<file path="src/rtl/cpu_pkg.sv">
// Shared definitions for the mini-SRC control sequencer: opcodes, FSM states,
// instruction classes and the control-strobe bundle.
package cpu_pkg;

  localparam int unsigned OPW_DEF = 5;
  localparam int unsigned IR_W    = 32;

  localparam logic [4:0] OP_LD   = 5'b00000;
  localparam logic [4:0] OP_LDI  = 5'b00001;
  localparam logic [4:0] OP_ST   = 5'b00010;
  localparam logic [4:0] OP_ADD  = 5'b00011;
  localparam logic [4:0] OP_SUB  = 5'b00100;
  localparam logic [4:0] OP_AND  = 5'b00101;
  localparam logic [4:0] OP_OR   = 5'b00110;
  localparam logic [4:0] OP_ROR  = 5'b00111;
  localparam logic [4:0] OP_ROL  = 5'b01000;
  localparam logic [4:0] OP_SHR  = 5'b01001;
  localparam logic [4:0] OP_SHRA = 5'b01010;
  localparam logic [4:0] OP_SHL  = 5'b01011;
  localparam logic [4:0] OP_ADDI = 5'b01100;
  localparam logic [4:0] OP_ANDI = 5'b01101;
  localparam logic [4:0] OP_ORI  = 5'b01110;
  localparam logic [4:0] OP_DIV  = 5'b01111;
  localparam logic [4:0] OP_MUL  = 5'b10000;
  localparam logic [4:0] OP_NEG  = 5'b10001;
  localparam logic [4:0] OP_NOT  = 5'b10010;
  localparam logic [4:0] OP_BR   = 5'b10011;
  localparam logic [4:0] OP_JR   = 5'b10100;
  localparam logic [4:0] OP_JAL  = 5'b10101;
  localparam logic [4:0] OP_IN   = 5'b10110;
  localparam logic [4:0] OP_OUT  = 5'b10111;
  localparam logic [4:0] OP_MFHI = 5'b11000;
  localparam logic [4:0] OP_MFLO = 5'b11001;
  localparam logic [4:0] OP_NOP  = 5'b11010;
  localparam logic [4:0] OP_HALT = 5'b11011;

  localparam logic [4:0] ALU_ADD = OP_ADD;

  typedef enum logic [5:0] {
    RESET_S, FETCH0, FETCH1, FETCH2,
    ALU_T3, ALU_T4, ALUI_T4, ALU_T5,
    NEG_T3, NEG_T4,
    LD_T3, LD_T4, LD_T5, LD_T6, LD_T7, LDI_T5,
    ST_T6, ST_T7,
    BR_T3, BR_T4, BR_T5, BR_T6,
    JR_T3, IN_T3, OUT_T3, MFHI_T3, MFLO_T3, NOP_T3,
    MD_T3, MD_T4, MD_T5, MD_T6,
    HALT
  } state_e;

  typedef enum logic [3:0] {
    CL_ALU, CL_IMM, CL_NEG, CL_LD, CL_LDI, CL_ST, CL_BR, CL_JR,
    CL_IN, CL_OUT, CL_MFHI, CL_MFLO, CL_MULDIV, CL_NOP, CL_HALT
  } iclass_e;

  typedef struct packed {
    logic hi_in;
    logic lo_in;
    logic pc_in;
    logic mdr_in;
    logic z_in;
    logic y_in;
    logic mar_in;
    logic ir_in;
    logic con_in;
    logic outport_in;
    logic hi_out;
    logic lo_out;
    logic zhi_out;
    logic zlo_out;
    logic pc_out;
    logic mdr_out;
    logic inport_out;
    logic c_out;
    logic y_out;
    logic ba_out;
    logic gra;
    logic grb;
    logic grc;
    logic r_in;
    logic r_out;
    logic read;
    logic write;
    logic inc_pc;
    logic run;
    logic clear;
  } ctrl_t;

endpackage

</file>
<file path="src/rtl/control_unit_if.sv">
// Control-unit <-> datapath connection: datapath feedback in, control strobes out.
interface control_unit_if #(
  parameter int unsigned OPW = 5
);
  logic            Stop;
  logic [31:0]     IR;
  logic            CON;
  logic HIin, LOin, PCin, MDRin, Zin, Yin, MARin, IRin, CONin, OUTPORTin;
  logic HIout, LOout, ZHIout, ZLOout, PCout, MDRout, INPORTout, Cout, Yout, BAout;
  logic Gra, Grb, Grc, Rin, Rout;
  logic Read, Write, IncPC;
  logic [OPW-1:0]  AluOp;
  logic            Run;
  logic            Clear;

  modport master (
    input  Stop, IR, CON,
    output HIin, LOin, PCin, MDRin, Zin, Yin, MARin, IRin, CONin, OUTPORTin,
    output HIout, LOout, ZHIout, ZLOout, PCout, MDRout, INPORTout, Cout, Yout, BAout,
    output Gra, Grb, Grc, Rin, Rout, Read, Write, IncPC, AluOp, Run, Clear
  );

  modport slave (
    output Stop, IR, CON,
    input  HIin, LOin, PCin, MDRin, Zin, Yin, MARin, IRin, CONin, OUTPORTin,
    input  HIout, LOout, ZHIout, ZLOout, PCout, MDRout, INPORTout, Cout, Yout, BAout,
    input  Gra, Grb, Grc, Rin, Rout, Read, Write, IncPC, AluOp, Run, Clear
  );
endinterface

</file>
<file path="src/rtl/cu_decode.sv">
// Opcode -> instruction-class decoder. CU_MULDIV_EN enables the mul/div
// sequence; otherwise mul and div decode as nop.
module cu_decode
  import cpu_pkg::*;
(
  input  logic [4:0] opcode_i,
  output iclass_e    class_o
);

  always_comb begin
    class_o = CL_NOP;
    case (opcode_i)
      OP_LD:   class_o = CL_LD;
      OP_LDI:  class_o = CL_LDI;
      OP_ST:   class_o = CL_ST;
      OP_ADD, OP_SUB, OP_AND, OP_OR, OP_ROR, OP_ROL,
      OP_SHR, OP_SHRA, OP_SHL:
               class_o = CL_ALU;
      OP_ADDI, OP_ANDI, OP_ORI:
               class_o = CL_IMM;
`ifdef CU_MULDIV_EN
      OP_MUL, OP_DIV:
               class_o = CL_MULDIV;
`else
      OP_MUL, OP_DIV:
               class_o = CL_NOP;
`endif
      OP_NEG, OP_NOT:
               class_o = CL_NEG;
      OP_BR:   class_o = CL_BR;
      OP_JR:   class_o = CL_JR;
      OP_IN:   class_o = CL_IN;
      OP_OUT:  class_o = CL_OUT;
      OP_MFHI: class_o = CL_MFHI;
      OP_MFLO: class_o = CL_MFLO;
      OP_HALT: class_o = CL_HALT;
      default: class_o = CL_NOP;   // jal, nop and undefined opcodes
    endcase
  end

endmodule

</file>
<file path="src/rtl/control_unit.sv">
// Hardwired Moore sequencer for the mini-SRC datapath: one T-state per clock,
// all strobes registered. mul/div sequencing depends on CU_MULDIV_EN (see cu_decode).
module control_unit
  import cpu_pkg::*;
#(
  parameter int unsigned OPW = OPW_DEF
) (
  input  logic           Clock,
  input  logic           Reset,
  control_unit_if.master bus
);

  state_e         state_q, state_d;
  ctrl_t          ctrl_q, ctrl_d;
  logic [OPW-1:0] alu_op_q, alu_op_d;
  logic [4:0]     opcode;
  iclass_e        iclass;
  logic           unused_ir;

  assign opcode    = bus.IR[IR_W-1 -: 5];
  assign unused_ir = ^bus.IR[IR_W-6:0];

  cu_decode u_decode (
    .opcode_i (opcode),
    .class_o  (iclass)
  );

  // Next-state; every entry into FETCH0 is where Stop gets sampled.
  always_comb begin
    state_d = state_q;
    case (state_q)
      RESET_S: state_d = FETCH0;
      FETCH0:  state_d = FETCH1;
      FETCH1:  state_d = FETCH2;
      FETCH2: begin
        case (iclass)
          CL_ALU, CL_IMM: state_d = ALU_T3;
          CL_NEG:         state_d = NEG_T3;
          CL_LD, CL_LDI, CL_ST:
                          state_d = LD_T3;
          CL_BR:          state_d = BR_T3;
          CL_JR:          state_d = JR_T3;
          CL_IN:          state_d = IN_T3;
          CL_OUT:         state_d = OUT_T3;
          CL_MFHI:        state_d = MFHI_T3;
          CL_MFLO:        state_d = MFLO_T3;
          CL_MULDIV:      state_d = MD_T3;
          CL_HALT:        state_d = HALT;
          default:        state_d = NOP_T3;
        endcase
      end
      ALU_T3:  state_d = (iclass == CL_IMM) ? ALUI_T4 : ALU_T4;
      ALU_T4, ALUI_T4:
               state_d = ALU_T5;
      NEG_T3:  state_d = NEG_T4;
      LD_T3:   state_d = LD_T4;
      LD_T4:   state_d = (iclass == CL_LDI) ? LDI_T5 : LD_T5;
      LD_T5:   state_d = (iclass == CL_ST) ? ST_T6 : LD_T6;
      LD_T6:   state_d = LD_T7;
      ST_T6:   state_d = ST_T7;
      BR_T3:   state_d = BR_T4;
      BR_T4:   state_d = BR_T5;
      BR_T5:   state_d = bus.CON ? BR_T6 : FETCH0;
      MD_T3:   state_d = MD_T4;
      MD_T4:   state_d = MD_T5;
      MD_T5:   state_d = MD_T6;
      HALT:    state_d = HALT;
      default: state_d = FETCH0;
    endcase
    if ((state_d == FETCH0) && bus.Stop) begin
      state_d = HALT;
    end
  end

  // Strobes for the state being entered, so the registered outputs track state_q.
  always_comb begin
    ctrl_d     = '0;
    alu_op_d   = OPW'(ALU_ADD);
    ctrl_d.run = (state_d != HALT) && (state_d != RESET_S);
    case (state_d)
      RESET_S: ctrl_d.clear = 1'b1;
      FETCH0:  begin ctrl_d.pc_out = 1'b1; ctrl_d.mar_in = 1'b1;
                     ctrl_d.inc_pc = 1'b1; ctrl_d.z_in = 1'b1; end
      FETCH1:  begin ctrl_d.read = 1'b1; ctrl_d.mdr_in = 1'b1; ctrl_d.pc_in = 1'b1; end
      FETCH2:  begin ctrl_d.mdr_out = 1'b1; ctrl_d.ir_in = 1'b1; end
      ALU_T3:  begin ctrl_d.grb = 1'b1; ctrl_d.r_out = 1'b1; ctrl_d.y_in = 1'b1; end
      ALU_T4:  begin ctrl_d.grc = 1'b1; ctrl_d.r_out = 1'b1; ctrl_d.z_in = 1'b1;
                     alu_op_d = OPW'(opcode); end
      ALUI_T4: begin ctrl_d.c_out = 1'b1; ctrl_d.z_in = 1'b1;
                     alu_op_d = OPW'(opcode); end
      ALU_T5, NEG_T4, LDI_T5:
               begin ctrl_d.zlo_out = 1'b1; ctrl_d.gra = 1'b1; ctrl_d.r_in = 1'b1; end
      NEG_T3:  begin ctrl_d.grb = 1'b1; ctrl_d.r_out = 1'b1; ctrl_d.z_in = 1'b1;
                     alu_op_d = OPW'(opcode); end
      LD_T3:   begin ctrl_d.grb = 1'b1; ctrl_d.ba_out = 1'b1; ctrl_d.y_in = 1'b1; end
      LD_T4, BR_T5:
               begin ctrl_d.c_out = 1'b1; ctrl_d.z_in = 1'b1; end
      LD_T5:   begin ctrl_d.zlo_out = 1'b1; ctrl_d.mar_in = 1'b1; end
      LD_T6:   begin ctrl_d.read = 1'b1; ctrl_d.mdr_in = 1'b1; end
      LD_T7:   begin ctrl_d.mdr_out = 1'b1; ctrl_d.gra = 1'b1; ctrl_d.r_in = 1'b1; end
      ST_T6:   begin ctrl_d.gra = 1'b1; ctrl_d.r_out = 1'b1; ctrl_d.mdr_in = 1'b1; end
      ST_T7:   ctrl_d.write = 1'b1;
      BR_T3:   begin ctrl_d.gra = 1'b1; ctrl_d.r_out = 1'b1; ctrl_d.con_in = 1'b1; end
      BR_T4:   begin ctrl_d.pc_out = 1'b1; ctrl_d.y_in = 1'b1; end
      BR_T6:   begin ctrl_d.zlo_out = 1'b1; ctrl_d.pc_in = 1'b1; end
      JR_T3:   begin ctrl_d.gra = 1'b1; ctrl_d.r_out = 1'b1; ctrl_d.pc_in = 1'b1; end
      IN_T3:   begin ctrl_d.inport_out = 1'b1; ctrl_d.gra = 1'b1; ctrl_d.r_in = 1'b1; end
      OUT_T3:  begin ctrl_d.gra = 1'b1; ctrl_d.r_out = 1'b1; ctrl_d.outport_in = 1'b1; end
      MFHI_T3: begin ctrl_d.hi_out = 1'b1; ctrl_d.gra = 1'b1; ctrl_d.r_in = 1'b1; end
      MFLO_T3: begin ctrl_d.lo_out = 1'b1; ctrl_d.gra = 1'b1; ctrl_d.r_in = 1'b1; end
      MD_T3:   begin ctrl_d.gra = 1'b1; ctrl_d.r_out = 1'b1; ctrl_d.y_in = 1'b1; end
      MD_T4:   begin ctrl_d.grb = 1'b1; ctrl_d.r_out = 1'b1; ctrl_d.z_in = 1'b1;
                     alu_op_d = OPW'(opcode); end
      MD_T5:   begin ctrl_d.zlo_out = 1'b1; ctrl_d.lo_in = 1'b1; end
      MD_T6:   begin ctrl_d.zhi_out = 1'b1; ctrl_d.hi_in = 1'b1; end
      default: ;
    endcase
  end

  always_ff @(posedge Clock or posedge Reset) begin
    if (Reset) begin
      state_q  <= RESET_S;
      ctrl_q   <= '{clear: 1'b1, default: 1'b0};
      alu_op_q <= OPW'(ALU_ADD);
    end else begin
      state_q  <= state_d;
      ctrl_q   <= ctrl_d;
      alu_op_q <= alu_op_d;
    end
  end

  assign bus.HIin      = ctrl_q.hi_in;
  assign bus.LOin      = ctrl_q.lo_in;
  assign bus.PCin      = ctrl_q.pc_in;
  assign bus.MDRin     = ctrl_q.mdr_in;
  assign bus.Zin       = ctrl_q.z_in;
  assign bus.Yin       = ctrl_q.y_in;
  assign bus.MARin     = ctrl_q.mar_in;
  assign bus.IRin      = ctrl_q.ir_in;
  assign bus.CONin     = ctrl_q.con_in;
  assign bus.OUTPORTin = ctrl_q.outport_in;
  assign bus.HIout     = ctrl_q.hi_out;
  assign bus.LOout     = ctrl_q.lo_out;
  assign bus.ZHIout    = ctrl_q.zhi_out;
  assign bus.ZLOout    = ctrl_q.zlo_out;
  assign bus.PCout     = ctrl_q.pc_out;
  assign bus.MDRout    = ctrl_q.mdr_out;
  assign bus.INPORTout = ctrl_q.inport_out;
  assign bus.Cout      = ctrl_q.c_out;
  assign bus.Yout      = ctrl_q.y_out;
  assign bus.BAout     = ctrl_q.ba_out;
  assign bus.Gra       = ctrl_q.gra;
  assign bus.Grb       = ctrl_q.grb;
  assign bus.Grc       = ctrl_q.grc;
  assign bus.Rin       = ctrl_q.r_in;
  assign bus.Rout      = ctrl_q.r_out;
  assign bus.Read      = ctrl_q.read;
  assign bus.Write     = ctrl_q.write;
  assign bus.IncPC     = ctrl_q.inc_pc;
  assign bus.AluOp     = alu_op_q;
  assign bus.Run       = ctrl_q.run;
  assign bus.Clear     = ctrl_q.clear;

endmodule

</file>
<file path="src/flat_wrapper.sv">
// flat-port wrapper written by rule: the top's interface ports become plain ports
module control_unit_flat import cpu_pkg::*;
#(
  parameter int unsigned OPW = OPW_DEF
)
  (Clock, Reset, bus_Stop, bus_IR, bus_CON, bus_HIin, bus_LOin, bus_PCin, bus_MDRin, bus_Zin, bus_Yin, bus_MARin, bus_IRin, bus_CONin, bus_OUTPORTin, bus_HIout, bus_LOout, bus_ZHIout, bus_ZLOout, bus_PCout, bus_MDRout, bus_INPORTout, bus_Cout, bus_Yout, bus_BAout, bus_Gra, bus_Grb, bus_Grc, bus_Rin, bus_Rout, bus_Read, bus_Write, bus_IncPC, bus_AluOp, bus_Run, bus_Clear);
  control_unit_if #(.OPW(OPW)) bus_i ();
  input  logic Clock;
  input  logic Reset;
  input wire logic [$bits(bus_i.Stop)-1:0] bus_Stop;
  input wire logic [$bits(bus_i.IR)-1:0] bus_IR;
  input wire logic [$bits(bus_i.CON)-1:0] bus_CON;
  output wire logic [$bits(bus_i.HIin)-1:0] bus_HIin;
  output wire logic [$bits(bus_i.LOin)-1:0] bus_LOin;
  output wire logic [$bits(bus_i.PCin)-1:0] bus_PCin;
  output wire logic [$bits(bus_i.MDRin)-1:0] bus_MDRin;
  output wire logic [$bits(bus_i.Zin)-1:0] bus_Zin;
  output wire logic [$bits(bus_i.Yin)-1:0] bus_Yin;
  output wire logic [$bits(bus_i.MARin)-1:0] bus_MARin;
  output wire logic [$bits(bus_i.IRin)-1:0] bus_IRin;
  output wire logic [$bits(bus_i.CONin)-1:0] bus_CONin;
  output wire logic [$bits(bus_i.OUTPORTin)-1:0] bus_OUTPORTin;
  output wire logic [$bits(bus_i.HIout)-1:0] bus_HIout;
  output wire logic [$bits(bus_i.LOout)-1:0] bus_LOout;
  output wire logic [$bits(bus_i.ZHIout)-1:0] bus_ZHIout;
  output wire logic [$bits(bus_i.ZLOout)-1:0] bus_ZLOout;
  output wire logic [$bits(bus_i.PCout)-1:0] bus_PCout;
  output wire logic [$bits(bus_i.MDRout)-1:0] bus_MDRout;
  output wire logic [$bits(bus_i.INPORTout)-1:0] bus_INPORTout;
  output wire logic [$bits(bus_i.Cout)-1:0] bus_Cout;
  output wire logic [$bits(bus_i.Yout)-1:0] bus_Yout;
  output wire logic [$bits(bus_i.BAout)-1:0] bus_BAout;
  output wire logic [$bits(bus_i.Gra)-1:0] bus_Gra;
  output wire logic [$bits(bus_i.Grb)-1:0] bus_Grb;
  output wire logic [$bits(bus_i.Grc)-1:0] bus_Grc;
  output wire logic [$bits(bus_i.Rin)-1:0] bus_Rin;
  output wire logic [$bits(bus_i.Rout)-1:0] bus_Rout;
  output wire logic [$bits(bus_i.Read)-1:0] bus_Read;
  output wire logic [$bits(bus_i.Write)-1:0] bus_Write;
  output wire logic [$bits(bus_i.IncPC)-1:0] bus_IncPC;
  output wire logic [$bits(bus_i.AluOp)-1:0] bus_AluOp;
  output wire logic [$bits(bus_i.Run)-1:0] bus_Run;
  output wire logic [$bits(bus_i.Clear)-1:0] bus_Clear;
  assign bus_i.Stop = bus_Stop;
  assign bus_i.IR = bus_IR;
  assign bus_i.CON = bus_CON;
  assign bus_HIin = bus_i.HIin;
  assign bus_LOin = bus_i.LOin;
  assign bus_PCin = bus_i.PCin;
  assign bus_MDRin = bus_i.MDRin;
  assign bus_Zin = bus_i.Zin;
  assign bus_Yin = bus_i.Yin;
  assign bus_MARin = bus_i.MARin;
  assign bus_IRin = bus_i.IRin;
  assign bus_CONin = bus_i.CONin;
  assign bus_OUTPORTin = bus_i.OUTPORTin;
  assign bus_HIout = bus_i.HIout;
  assign bus_LOout = bus_i.LOout;
  assign bus_ZHIout = bus_i.ZHIout;
  assign bus_ZLOout = bus_i.ZLOout;
  assign bus_PCout = bus_i.PCout;
  assign bus_MDRout = bus_i.MDRout;
  assign bus_INPORTout = bus_i.INPORTout;
  assign bus_Cout = bus_i.Cout;
  assign bus_Yout = bus_i.Yout;
  assign bus_BAout = bus_i.BAout;
  assign bus_Gra = bus_i.Gra;
  assign bus_Grb = bus_i.Grb;
  assign bus_Grc = bus_i.Grc;
  assign bus_Rin = bus_i.Rin;
  assign bus_Rout = bus_i.Rout;
  assign bus_Read = bus_i.Read;
  assign bus_Write = bus_i.Write;
  assign bus_IncPC = bus_i.IncPC;
  assign bus_AluOp = bus_i.AluOp;
  assign bus_Run = bus_i.Run;
  assign bus_Clear = bus_i.Clear;
  control_unit #(.OPW(OPW)) u_core (.Clock(Clock), .Reset(Reset), .bus(bus_i));
endmodule
</file>
<file path="config.mk">
export PLATFORM = sky130hd
export DESIGN_NAME = control_unit_flat
export DESIGN_NICKNAME = d
export VERILOG_FILES = /design/src/rtl/cpu_pkg.sv /design/src/rtl/control_unit_if.sv /design/src/rtl/cu_decode.sv /design/src/rtl/control_unit.sv /design/src/flat_wrapper.sv
export SDC_FILE = /design/constraint.sdc
export NUM_CORES = 1
export LEC_CHECK = 0
export CORE_UTILIZATION = 53
export DETAILED_ROUTE_END_ITERATION = 7
export GPL_TIMING_DRIVEN = 0
export PLACE_DENSITY = 0.83
export SKIP_LAST_GASP = 1
export SYNTH_ARGS = -nofsm -noshare
export SYNTH_HDL_FRONTEND = slang
export SYNTH_HIERARCHICAL = 1
export SYNTH_SLANG_ARGS = --single-unit
</file>
<file path="constraint.sdc">
create_clock -name Clock -period 7.3 [get_ports Clock]
set_clock_uncertainty 0.2 [all_clocks]
set_input_delay 1.095 -clock Clock [delete_from_list [all_inputs] [get_ports Clock]]
set_output_delay 1.095 -clock Clock [all_outputs]
set_load 0.1 [all_outputs]
</file>
==> results of run 1 <==
-- critical path: cells and delay by family --
family	cells	cell delay, ns
and+or+nand+nor	2	0.47
buffers and inverters	4	1.35
xor gates and xnor gates	1	0.14
AOI/OAI and AO/OA	5	1.72
adders and majority gates	1	0.33
-- per-stage QoR --
| stage | std cells | hold WS [ns] | power, mW | setup slack [ns] | cell area, um2 |
|---|---|---|---|---|---|
| after CTS | 413 | 0.503 | 1.63 | 2.17 | 3290 |
| final | 413 | 0.517 | 1.64 | 2.19 | 3290 |
| after floorplan | 296 | 0.403 | 1.21 | 3.07 | 2680 |
| after detailed placement | 405 | 0.498 | 1.45 | 1.87 | 3180 |
| after global placement | 405 | 0.498 | 1.44 | 1.96 | 3180 |
| after global routing | 413 | 0.535 | 1.74 | 1.83 | 3290 |
-- Yosys cell counts (all sizes together), types with 2 or more instances --
cell type,number
dfrtp,36
o21ai,23
nor2,22
buf,21
nor2b,18
nand2,16
nor3,14
nand3,13
ha,11
inv,10
a21oi,9
nand2b,9
xnor2,6
a31oi,5
mux2i,5
nand3b,5
nor4,5
o21a,4
o31ai,4
or2,4
a211o,3
and2,3
dfstp,3
nand4,3
or3,3
a211oi,2
a221oi,2
a32oi,2
a41oi,2
and3,2
clkbuf,2
o2111ai,2
o221a,2
or3b,2
or4,2
-- final timing paths --
check,slack [ns],cells past startpoint,to
worst min register to register,0.52,2,u_core/bus.Grc
min in group asynchronous,1.06,2,u_core/bus.IRin
max in group asynchronous,5.36,2,u_core/bus.Rout
worst max-delay path,2.19,13,u_core/bus.Yin
worst min-delay path,0.52,2,u_core/bus.Grc
worst max register to register,4.35,8,u_core/bus.Zin
-- power groups by stage --
stage,logic [mW],clock network [mW],registers [mW]
after CTS,1.15,0.176,0.306
final,1.16,0.174,0.306
after global routing,1.24,0.189,0.311
after floorplan,0.618,0,0.593
after global placement,1.13,0,0.310
after detailed placement,1.14,0,0.310
-- cells by family (layout without fill, tap and decap cells) --
kind of cell,after synthesis,in the layout,share of synthesized area (%)
multiplexers,5,5,1.87
other,1,1,0.140
buffers and inverters,34,84,6.68
AO/OA/AOI/OAI,74,74,20.8
XOR/XNOR,7,7,2.29
adder cells (fa/ha/maj),11,11,5.14
AND/OR/NAND/NOR,125,125,26.4
flip-flops,39,39,36.6
-- final cells by class --
cell class                      instances  area, um2  share of cell area (%)
Buffer                                 23        138                    4.18
Clock buffer                            5       68.8                    2.09
Clock inverter                          3       43.8                    1.33
Inverter                               11       41.3                    1.25
Multi-Input combinational cell        223       1520                    46.1
Sequential cell                        39        980                    29.7
Tap cell                               67       83.8                    2.54
Timing Repair Buffer                   42        420                    12.8
-- routing by layer --
layer  track usage (%)  part of all wire (%)  vias to the layer above
met3              5.25                   5.8                       15
met5                 0                     0                        -
met4              11.8                   2.6                        0
li1                  -                     -                     1166
met1              32.2                    43                     1140
met2              38.7                    49                       95
==> metrics, run 1 <==
Starting Density 55.9%; Vias/cell 5.85; Yosys top cell by area dfrtp_1; fin nets 392; top cells by area, synth dfrtp_1, ha_1, nor2b_1, o21ai_0, nor2_1; Max VDD drop 0.209 mV; final setup fails 0; worst skew pair latency 0.29 ns; Leakage Power 1.40 nW; FF+latch count, synth 39; CP max FO 10; IO Count 71; Fmax 196 MHz; drt drc 0; Synth Warn # 6; CP peak stage delay 0.61 ns; fin crit share 70.0%; setup_tns 0 ns; final core utilization 68.8%; fraction of layout cells with a size suffix above 1 13.9%; Pins Over Slew Limit 0; Hold Path Class flip-flop to flip-flop; share of the synthesized area in the top cell type 33.6%; Num CTS Buffers 5; Reg-to-Reg Start u_core/state_q[0]; cells after synthesis 296; Antenna Cells 0; RSZ-0062 raised after global routing no; TritonCTS clock tree yes; sw frac 55.1%; most common cell after layout, fill and taps aside clkdlybuf4s50_1; Layout area overhead 23.0%; CP Class primary input to flip-flop; Hold Crit Start u_core/state_q[4]; number of antenna violations at the first check in global routing 0; CP Data Arrival Time 5.13 ns; CP startpoint kind primary input; P_sw 0.904 mW; Worst-path clk slew 0.08 ns; Rows 25; final hold violation count 0; Synth Area per Inst 9.05 um2; commonest cells after routing, fill and taps aside clkdlybuf4s50_1, dfrtp_1, nor2_1; largest net degree at the start of global routing 40; Post-synth EDFFs 0; Sink Count 39; Final HPWL DP 4660 um; number of distinct library cells after synthesis 68; Fill cells 402; CP max stage cell o311ai_1; DRT Pass-1 Iters 5; Hold Buf Count CTS 0; syn_nets 343; power share of the combinational group 70.7%; max reg flops 6; status finished, final reports clean; port buffer count 42; ys async rst share 100%; clock share of power 10.6%; Post-CTS Resized 0; total track usage 24.6%; Reg with most FFs u_core/state_q; Die Ht 73.1 um; CP required 7.31 ns; sequential power share 18.7%; cell-internal power 0.735 mW; Mapped Area 2680 um2; Post CTS Setup Buffer Count 0; Die W 73.1 um; vias in the first global route 2135; Die Footprint 5340 um2; final WL 6110 um; ys flop type dfrtp_1; MaxCap Viol Count 0; Root Buffer clkbuf_8; Vias 2416; remaining global-route overflow 0; crit end category flip-flop; final antenna-violating net count 0; Max clock buf depth 2; sequential area share after synthesis 36.6%; post-layout min period 5.11 ns; first-pass GRT wire length 10100 um; core area 4790 um2; Avg WL per Cell 14.8 um; CP cell instances clkdlybuf4s50_1 > inv_1 > ha_1 > xnor2_1 > o311ai_1 > buf_2 > nand3b_1 > o2111a_1 > a221oi_2 > nand2_1 > clkbuf_1 > a211o_1 > a21oi_1; Worst-Margin Slew 0.997 ns; First DRT Iteration DRCs 275; depth of the CTS H-tree 2; P per Cell Area 498 nW/um2; Slew headroom 33.3%; Final Wtd Congestion 0.944; Crit. Startpoint bus_IR[28]
(Power assumes the default switching activity.)
==> inputs of run 2 (changes only) <==
--- a/config.mk
+++ b/config.mk
@@ -5,10 +5,10 @@
 export SDC_FILE = /design/constraint.sdc
 export NUM_CORES = 1
 export LEC_CHECK = 0
-export CORE_UTILIZATION = 53
+export CORE_UTILIZATION = 44
 export DETAILED_ROUTE_END_ITERATION = 7
 export GPL_TIMING_DRIVEN = 0
-export PLACE_DENSITY = 0.83
+export PLACE_DENSITY = 0.73
 export SKIP_LAST_GASP = 1
 export SYNTH_ARGS = -nofsm -noshare
 export SYNTH_HDL_FRONTEND = slang
==> constraint.sdc (replaced) <==
create_clock -name Clock -period 4.2 [get_ports Clock]
set_clock_uncertainty 0.2 [all_clocks]
set_input_delay 0.63 -clock Clock [delete_from_list [all_inputs] [get_ports Clock]]
set_output_delay 0.63 -clock Clock [all_outputs]
set_load 0.1 [all_outputs]
==> run 2 against run 1 <==
  * The run now ends with DRC left
  * Routed wire length grew 8.0%
  * Final cell count grew 2.7%
  * Register-to-register slack lost 3.2 ns
  * Flip-flop and latch count is the same
  * Design area grew 3.6%
  * Critical path type unchanged
==> metrics, run 2 (synthesis gave the netlist of run 1 again) <==
Starting Density 45.5% (-10 points); first-pass GRT wire length 10800 um (+7.8%); Final HPWL DP 4830 um (+3.6%); status complete, but fails checks; Die Footprint 6400 um2 (+20%); vias in the first global route 2199 (+3.0%); sw frac 53.9% (-1.3 points); Cells after DPL 413 (+2.0%); IO Count 71 (unchanged); Highest Signal Layer met4; Vias/cell 5.69 (-2.7%); power share of the combinational group 70.4% (-0.3 points); Final Wtd Congestion 0.958 (+1.5%); commonest cells after routing, fill and taps aside clkdlybuf4s50_1, dfrtp_1, nor2_1; total track usage 22.2% (-2.4 points); CP cell instances clkdlybuf4s50_1 > buf_6 > xnor2_1 > o21ai_1 > o21a_1 > inv_1 > ha_1 > nor3b_2 > nor3_2 > a311o_2 > a2111o_1 > buf_2 > mux2i_1 > o221a_4 > or2_1; crit end category flip-flop; RSZ-0062 raised after global routing no; MaxCap Viol Count 0 (unchanged); hold_ws 0.422 ns (-0.0952 ns); area of the multi-input gates 1590 um2 (+4.8%); fin nets 395 (+0.77%); Rows 28 (+12%); fin crit share 95.2%; area taken by flip-flops and latches 980 um2 (unchanged); Final Non-Filler Cells 424 (+2.7%); cell-internal power 1.40 mW (+90%); Slew headroom 34.1% (+0.78 points); most common cell after layout, fill and taps aside clkdlybuf4s50_1; post-layout min period 4.00 ns; Max VDD drop 0.485 mV (+130%); final setup fails 0 (unchanged); Max clock buf depth 2 (unchanged); depth of the CTS H-tree 2 (unchanged); violated checks DRC; CP Data Arrival Time 4.02 ns (-1.11 ns); Worst-Margin Slew 0.985 ns (-0.0116 ns); wire length on met2 3140 um (+5.4%); final antenna-violating net count 0 (unchanged); WL met1 2970 um (+13%); fraction of layout cells with a size suffix above 1 16.6% (+2.7 points); clock share of power 12.0% (+1.4 points); r2r setup slk 1.17 ns (-3.18 ns); Die W 80.0 um (+9.5%); Hold Crit Start bus_IR[27]; Hold Buf Count CTS 0 (unchanged); final hold violation count 0 (unchanged); TritonCTS clock tree yes; max reg flops 6 (unchanged); Antenna Cells 0 (unchanged); CP max stage cell clkdlybuf4s50_1; CP required 4.22 ns (-3.09 ns); Fmax 250 MHz; P per Cell Area 887 nW/um2 (+78%); hold path endpoint u_core/bus.AluOp[0]; number of antenna violations at the first check in global routing 0 (unchanged); Leakage Power 1.45 nW (+3.1%); Layout area overhead 27.5%; CP startpoint kind primary input; met3 wire len 397 um (+13%); final WL 6600 um (+8.0%); setup_tns 0 ns (unchanged); reg2reg path depth 8 (unchanged); Root Buffer clkbuf_8; Fill cells 538 (+34%); Num CTS Buffers 5 (unchanged); Reg with most FFs u_core/state_q; Hold Path Class primary input to flip-flop; Pins Over Slew Limit 0 (unchanged); Hold Crit Depth 2 (unchanged); DRT Pass-1 Iters 6 (+1); Avg WL per Cell 15.6 um (+5.2%); Worst-path clk slew 0.07 ns (about the same); Placed Area 3190 um2 (+0.31%); core area 5890 um2 (+23%); largest net degree at the start of global routing 40 (unchanged); RR Endpoint u_core/bus.Zin; CP max FO 10 (unchanged); port buffer count 42 (unchanged); worst skew pair latency 0.29 ns (about the same); Vias 2414 (-0.083%); sequential power share 17.5% (-1.2 points); design area 3410 um2 (+3.6%); CP Class primary input to flip-flop; Die Ht 80.0 um (+9.5%); remaining global-route overflow 0 (unchanged); CP peak stage delay 0.54 ns (-0.07 ns); First DRT Iteration DRCs 197 (-28%); drt drc 1 (+1); Sink Count 39 (unchanged); Reg-to-Reg Start u_core/state_q[1]; P_sw 1.63 mW (+80%)
run 2: cell type report:
cell class	instances	area share [%]
Clock inverter	2	1.76
Buffer	23	4.14
Timing Repair Buffer	45	12.7
Sequential cell	39	28.7
Tap cell	75	2.75
Clock buffer	6	2.13
Inverter	11	1.21
Multi-Input combinational cell	223	46.6
run 2: through the flow:
step           util (%)  setup WS [ns]  power, mW
3_3_place_gp       54.2         -0.685       2.52
3_5_place_dp       54.2         -0.772       2.54
2_1_floorplan         -          0.431       2.10
4_1_cts            58.0          0.141       3.01
5_1_grt            58.0        0.00841       3.20
6_report           58.0          0.202       3.03
run 2: power by group through the flow:
stage | combinational, mW | sequential (mW) | clock (mW)
detailed placement | 2.01 | 0.538 | 0
global placement | 1.98 | 0.537 | 0
floorplan | 1.07 | 1.03 | 0
CTS | 2.10 | 0.532 | 0.370
finish | 2.13 | 0.531 | 0.365
global route | 2.27 | 0.538 | 0.391
run 2: worst max path at each step:
stage / from / to / slack (ns) / cells after the start
2_1_floorplan: bus_IR[27] / u_core/bus.AluOp[0] / 0.43 / 14
3_3_place_gp: bus_IR[28] / u_core/bus.Yin / -0.68 / 13
3_5_place_dp: bus_IR[28] / u_core/bus.Rin / -0.77 / 16
4_1_cts: bus_IR[28] / u_core/bus.AluOp[0] / 0.14 / 16
5_1_grt: bus_IR[31] / u_core/bus.AluOp[0] / 0.008 / 15
6_report: bus_IR[31] / u_core/bus.AluOp[0] / 0.20 / 15
run 2: worst max-delay path, delay by kind of cell:
kind                     cells  cell delay, ns
XOR/XNOR                     1            0.12
AO/OA/AOI/OAI                5            1.40
multiplexers                 1            0.15
AND/OR/NAND/NOR              3            0.49
adder cells (fa/ha/maj)      1            0.19
buffers and inverters        4            1.03
run 2: routing by layer:
| metal | vias to the layer above | track usage [%] |
|---|---|---|
| met5 | - | 0 |
| met4 | 0 | 7.50 |
| met3 | 11 | 4.91 |
| met2 | 86 | 34.9 |
| met1 | 1147 | 30.0 |
| li1 | 1170 | - |
run 2: what timing repair did:
action                     4_1_cts  5_1_grt
setup endpoints to repair       35        6
buffers inserted                 3        0
hold endpoints to repair         0        0
resized for setup               13        5
pin swaps                        2        0
==> edit 1 (settings of run 2) <==
Build with the macro `CU_MULDIV_EN` defined.
--- a/src/rtl/cu_decode.sv
+++ b/src/rtl/cu_decode.sv
@@ -2,2 +2,4 @@
 // sequence; otherwise mul and div decode as nop.
+`define CU_MULDIV_EN
+
 module cu_decode
Formal check against the unedited RTL: not equivalent (a bounded check fails within 10 cycles, from zero or initial values and one cycle with Reset high).
==> edit 1 against run 2 <==
Non-clock buffer count is 2 higher; setup slack better by 38 ps; total power is 2.8% lower; final area is 0.95% higher; routed wire length is 1.5% higher; synthesized area hardly changed; worst hold slack better by 25 ps; synthesized cell count is 0.34% lower; sequential cell count stayed put; first-iteration DRC count is 20% higher; combinational power is 2% higher; count of clock-buffer cells in the layout stayed put; global-route usage is 0.72 points lower; via count is 2.3% higher.
==> edit 1: results (changes against run 2) <==
stage	metric	value	unit	change
outcome	outcome	complete, no violations		
timing	minimum clock period	3960	ps	-38.4 ps
yosys	dominant cells by area after synthesis	dfrtp_1 34%, ha_1 5.6%, nor2b_1 3.7%, nor2_1 3.2%, o21ai_0 3.2%		
layout	fraction of layout cells with a size suffix above 1	17.7	%	+1.0 points
layout	non-clock inverter total of the final layout	12		+1
placement	Placer Congestion	0.922		-3.8%
yosys	top cells by count, synth	36 x dfrtp_1, 23 x nor2_1, 18 x nand2_1, 17 x o21ai_0, 16 x nor2b_1		
routing	wire length on met2	3360	um	+7.1%
routing	Avg Vias per Cell	5.80		+1.8%
worst_hold_path	HP Class	input port to register		
layout	Nets	398		+0.76%
setup_path	Crit path arrival time	3980	ps	-40 ps
global_route	first-pass GRT wire length	10700	um	-1.3%
setup_path	CP startpoint	bus_IR[28]		
yosys	#FFs+latches synth	39		unchanged
pwr	total chip power	2940	uW	-2.8%
pwr	Max IR drop VDD	466	uV	-3.8%
routing	met3 WL post-DR	371	um	-6.5%
pwr	leakage	0.00148	uW	+2.2%
routing	detailed-route via count	2469		+2.3%
global_route	total global-route track usage	21.5	%	-0.72 points
setup_path	FF-to-FF End	u_core/bus.AluOp[1]		
yosys	Yosys cell types	69		+1.5%
yosys	sequential share of the synthesized area	36.6	%	about the same
yosys	synthesized netlist cell count	295		-0.34%
global_route	largest net degree at the start of global routing	21		-48%
pwr	power in the clock group	245	uW	-33%
layout	multi-input combinational cell area	0.00161	mm^2	+1.0%
layout	Repair and plain buffers	70		+2.9%
pwr	PwrDens	854	mW/mm^2	-3.8%
pwr	Seq pwr share	18.0	%	+0.5 points
global_route	vias in the first global route	2253		+2.5%
yosys	Post-Syn Area	0.00268	mm^2	about the same
routing	Post-Route M1 WL	2890	um	-2.5%
setup_path	Crit Reg-Reg Startpoint	u_core/state_q[3]		
routing	Remaining DRCs	0		-1
routing	TritonRoute pass-1 iters	7		+1
placement	area post-placement	0.00322	mm^2	+0.94%
layout	multi-input gates	222		-0.45%
setup_path	Reg2Reg Depth	9		+1
timing	Slew HR	34.0	%	-0.12 points
timing	Hold WS	447	ps	+25.3 ps
placement	worst slack at placement	-754	ps	+18.8 ps
layout	# fillers	532		-1.1%
placement	HPWL after detailed placement	4870	um	+0.79%
## edit 1: logic make-up after synthesis
group	count (synthesis)	share of synthesized area [%]
flops	39	36.6
other cells	1	0.140
mux	5	1.87
buf+inv	34	6.63
compound gates	71	20.3
fa+ha+maj	12	5.60
xor+xnor	7	2.29
simple gates	126	26.6
## edit 1: critical path, stage by stage
cell           delay (ps)
dlygate4sd2_1         330
inv_1                 120
ha_1                  240
xnor2_1               180
o22a_1                190
o21ai_4                90
inv_2                  90
ha_1                  170
nor3b_2               200
nor3_2                 90
a311o_2               370
a2111o_1              420
buf_4                 190
mux2i_1               130
o221a_4               320
or2_1                 210
## edit 1: layer usage
metal / track usage (%) / up-vias
li1: - / 1181
met1: 28.8 / 1190
met2: 35.2 / 87
met3: 4.34 / 11
met4: 5.36 / 0
met5: 0 / -
## edit 1: timing repair
action	4_1_cts	5_1_grt
pin swaps	3	3
resized for setup	10	14
setup endpoints to repair	31	28
buffers inserted	0	5
gates cloned	0	0
hold endpoints to repair	0	0
==> edit 2 (config.mk and constraints of run 2) <==
Made on the original files. Reset style: synchronous (`Reset`), changed in one clocked block.
--- a/src/rtl/control_unit.sv
+++ b/src/rtl/control_unit.sv
@@ -119,3 +119,3 @@
 
-  always_ff @(posedge Clock or posedge Reset) begin
+  always_ff @(posedge Clock) begin
     if (Reset) begin
Function: differs if Reset is asserted again (counterexample within 4 cycles, from zero or initial values and one cycle with Reset high); with Reset held inactive, the same outputs for 10 cycles.
==> edit 2 against run 2 <==
Clock power fell by 33%; final area decreased by 1.1%; routed wire length grew 4.0%; critical path type unchanged; die area shrank 2.0%; worst hold slack gained 51 ps; count of clock-buffer cells in the layout is the same; setup slack got worse by 65 ps; synthesized area decreased by 2.0%; total power is 24% lower; sequential cell count stayed put; maximum frequency fell by 1.6%.
==> edit 2: results (changes against run 2) <==
stage	metric	value	unit	change
yosys	Yosys cell types	75		+10%
worst_hold_path	Hold Path End	u_core/bus.AluOp[0]		
routing	detailed-route via count	2537		+5.1%
global_route	largest net degree at the start of global routing	13		-68%
global_route	total global-route track usage	22.2	%	about the same
layout	Nets	405		+2.5%
outcome	outcome	complete, no violations		
routing	met3 WL post-DR	638	um	+61%
yosys	top cells by count, synth	39 x dfxtp_1, 26 x nor2_1, 18 x nand2_1, 14 x inv_1, 13 x nand3_1		
yosys	most common flop cell mapped by yosys	dfxtp_1		
setup_path	Crit Reg-Reg Startpoint	u_core/state_q[0]		
global_route	GRT met1 Usage	30.0	%	about the same
pwr	clock network power share	10.6	%	-1.4 points
setup_path	reg-to-reg setup timing slack	1320	ps	+150 ps
yosys	synthesized netlist cell count	299		+1.0%
pwr	leakage	0.00136	uW	-5.9%
setup_path	CP max stage delay	490	ps	-50 ps
worst_hold_path	Min-Delay Path Depth	3		+1
layout	fraction of layout cells with a size suffix above 1	19.2	%	+2.6 points
yosys	syn_nets	346		+0.87%
pwr	Max IR drop VDD	502	uV	+3.4%
global_route	met3 usage	4.83	%	-0.087 points
global_route	vias in the first global route	2295		+4.4%
yosys	sequential share of the synthesized area	29.8	%	-6.8 points
pwr	net switching power	1220	uW	-25%
setup_path	Crit path arrival time	4030	ps	about the same
placement	HPWL after detailed placement	4830	um	about the same
layout	# fillers	502		-6.7%
routing	Starting DRT DRC Count	266		+35%
global_route	met2 Resource Use GR	35.7	%	+0.82 points
routing	Wirelength per Cell	15.9	um	+2.3%
routing	TritonRoute pass-1 iters	5		-1
[edit 2: how the worst max path moves through the flow]
stage | startpoint | to | slack, ps
after floorplan | bus_IR[27] | u_core/bus.Gra | 450
after global placement | bus_IR[28] | u_core/bus.Gra | -590
after detailed placement | bus_IR[28] | u_core/bus.Yin | -670
after CTS | bus_IR[27] | u_core/bus.Gra | -9
after global routing | bus_IR[29] | u_core/bus.MDRout | -0.1
final | bus_IR[29] | u_core/bus.Gra | 140
[edit 2: cell families after synthesis]
kind of cell	share of synthesized area [%]
AOI/OAI and AO/OA	26.7
xor gates and xnor gates	2.34
adders and majority gates	5.25
buffers and inverters	7.20
DFF	29.8
muxes	3.67
other	0.143
and+or+nand+nor	25.0
[edit 2: cell type report]
class / instances / area share (%)
plain buffers: 20 / 4.04
clock buffers: 6 / 2.15
clock inverters: 2 / 0.371
inverters: 14 / 1.56
multi-input cells: 227 / 51.5
flip-flops and latches: 39 / 23.1
well taps: 72 / 2.67
repair buffers: 51 / 14.6
[edit 2: through the flow]
stage	hold WS, ps	total power, uW	setup slack [ps]	util [%]
floorplan	388	1620	446	-
global placement	447	1910	-589	55.6
detailed placement	428	1910	-674	55.6
CTS	478	2250	-9.22	59.4
global route	506	2400	-0.144	59.8
finish	473	2300	137	59.8
[edit 2: what timing repair did]
action | CTS | global route
endpoints found under the setup margin | 30 | 29
resized for setup | 10 | 6
pin swaps | 7 | 1
cloned | 1 | 0
endpoints found under the hold margin | 0 | 0
buffers inserted | 9 | 0
[edit 2: worst reg2reg max path, delay by kind of cell, from the launching register on]
kind,cells,cell delay [ps]
compound gates,3,870
buf+inv,1,400
flops,1,410
mux,1,230
simple gates,3,650
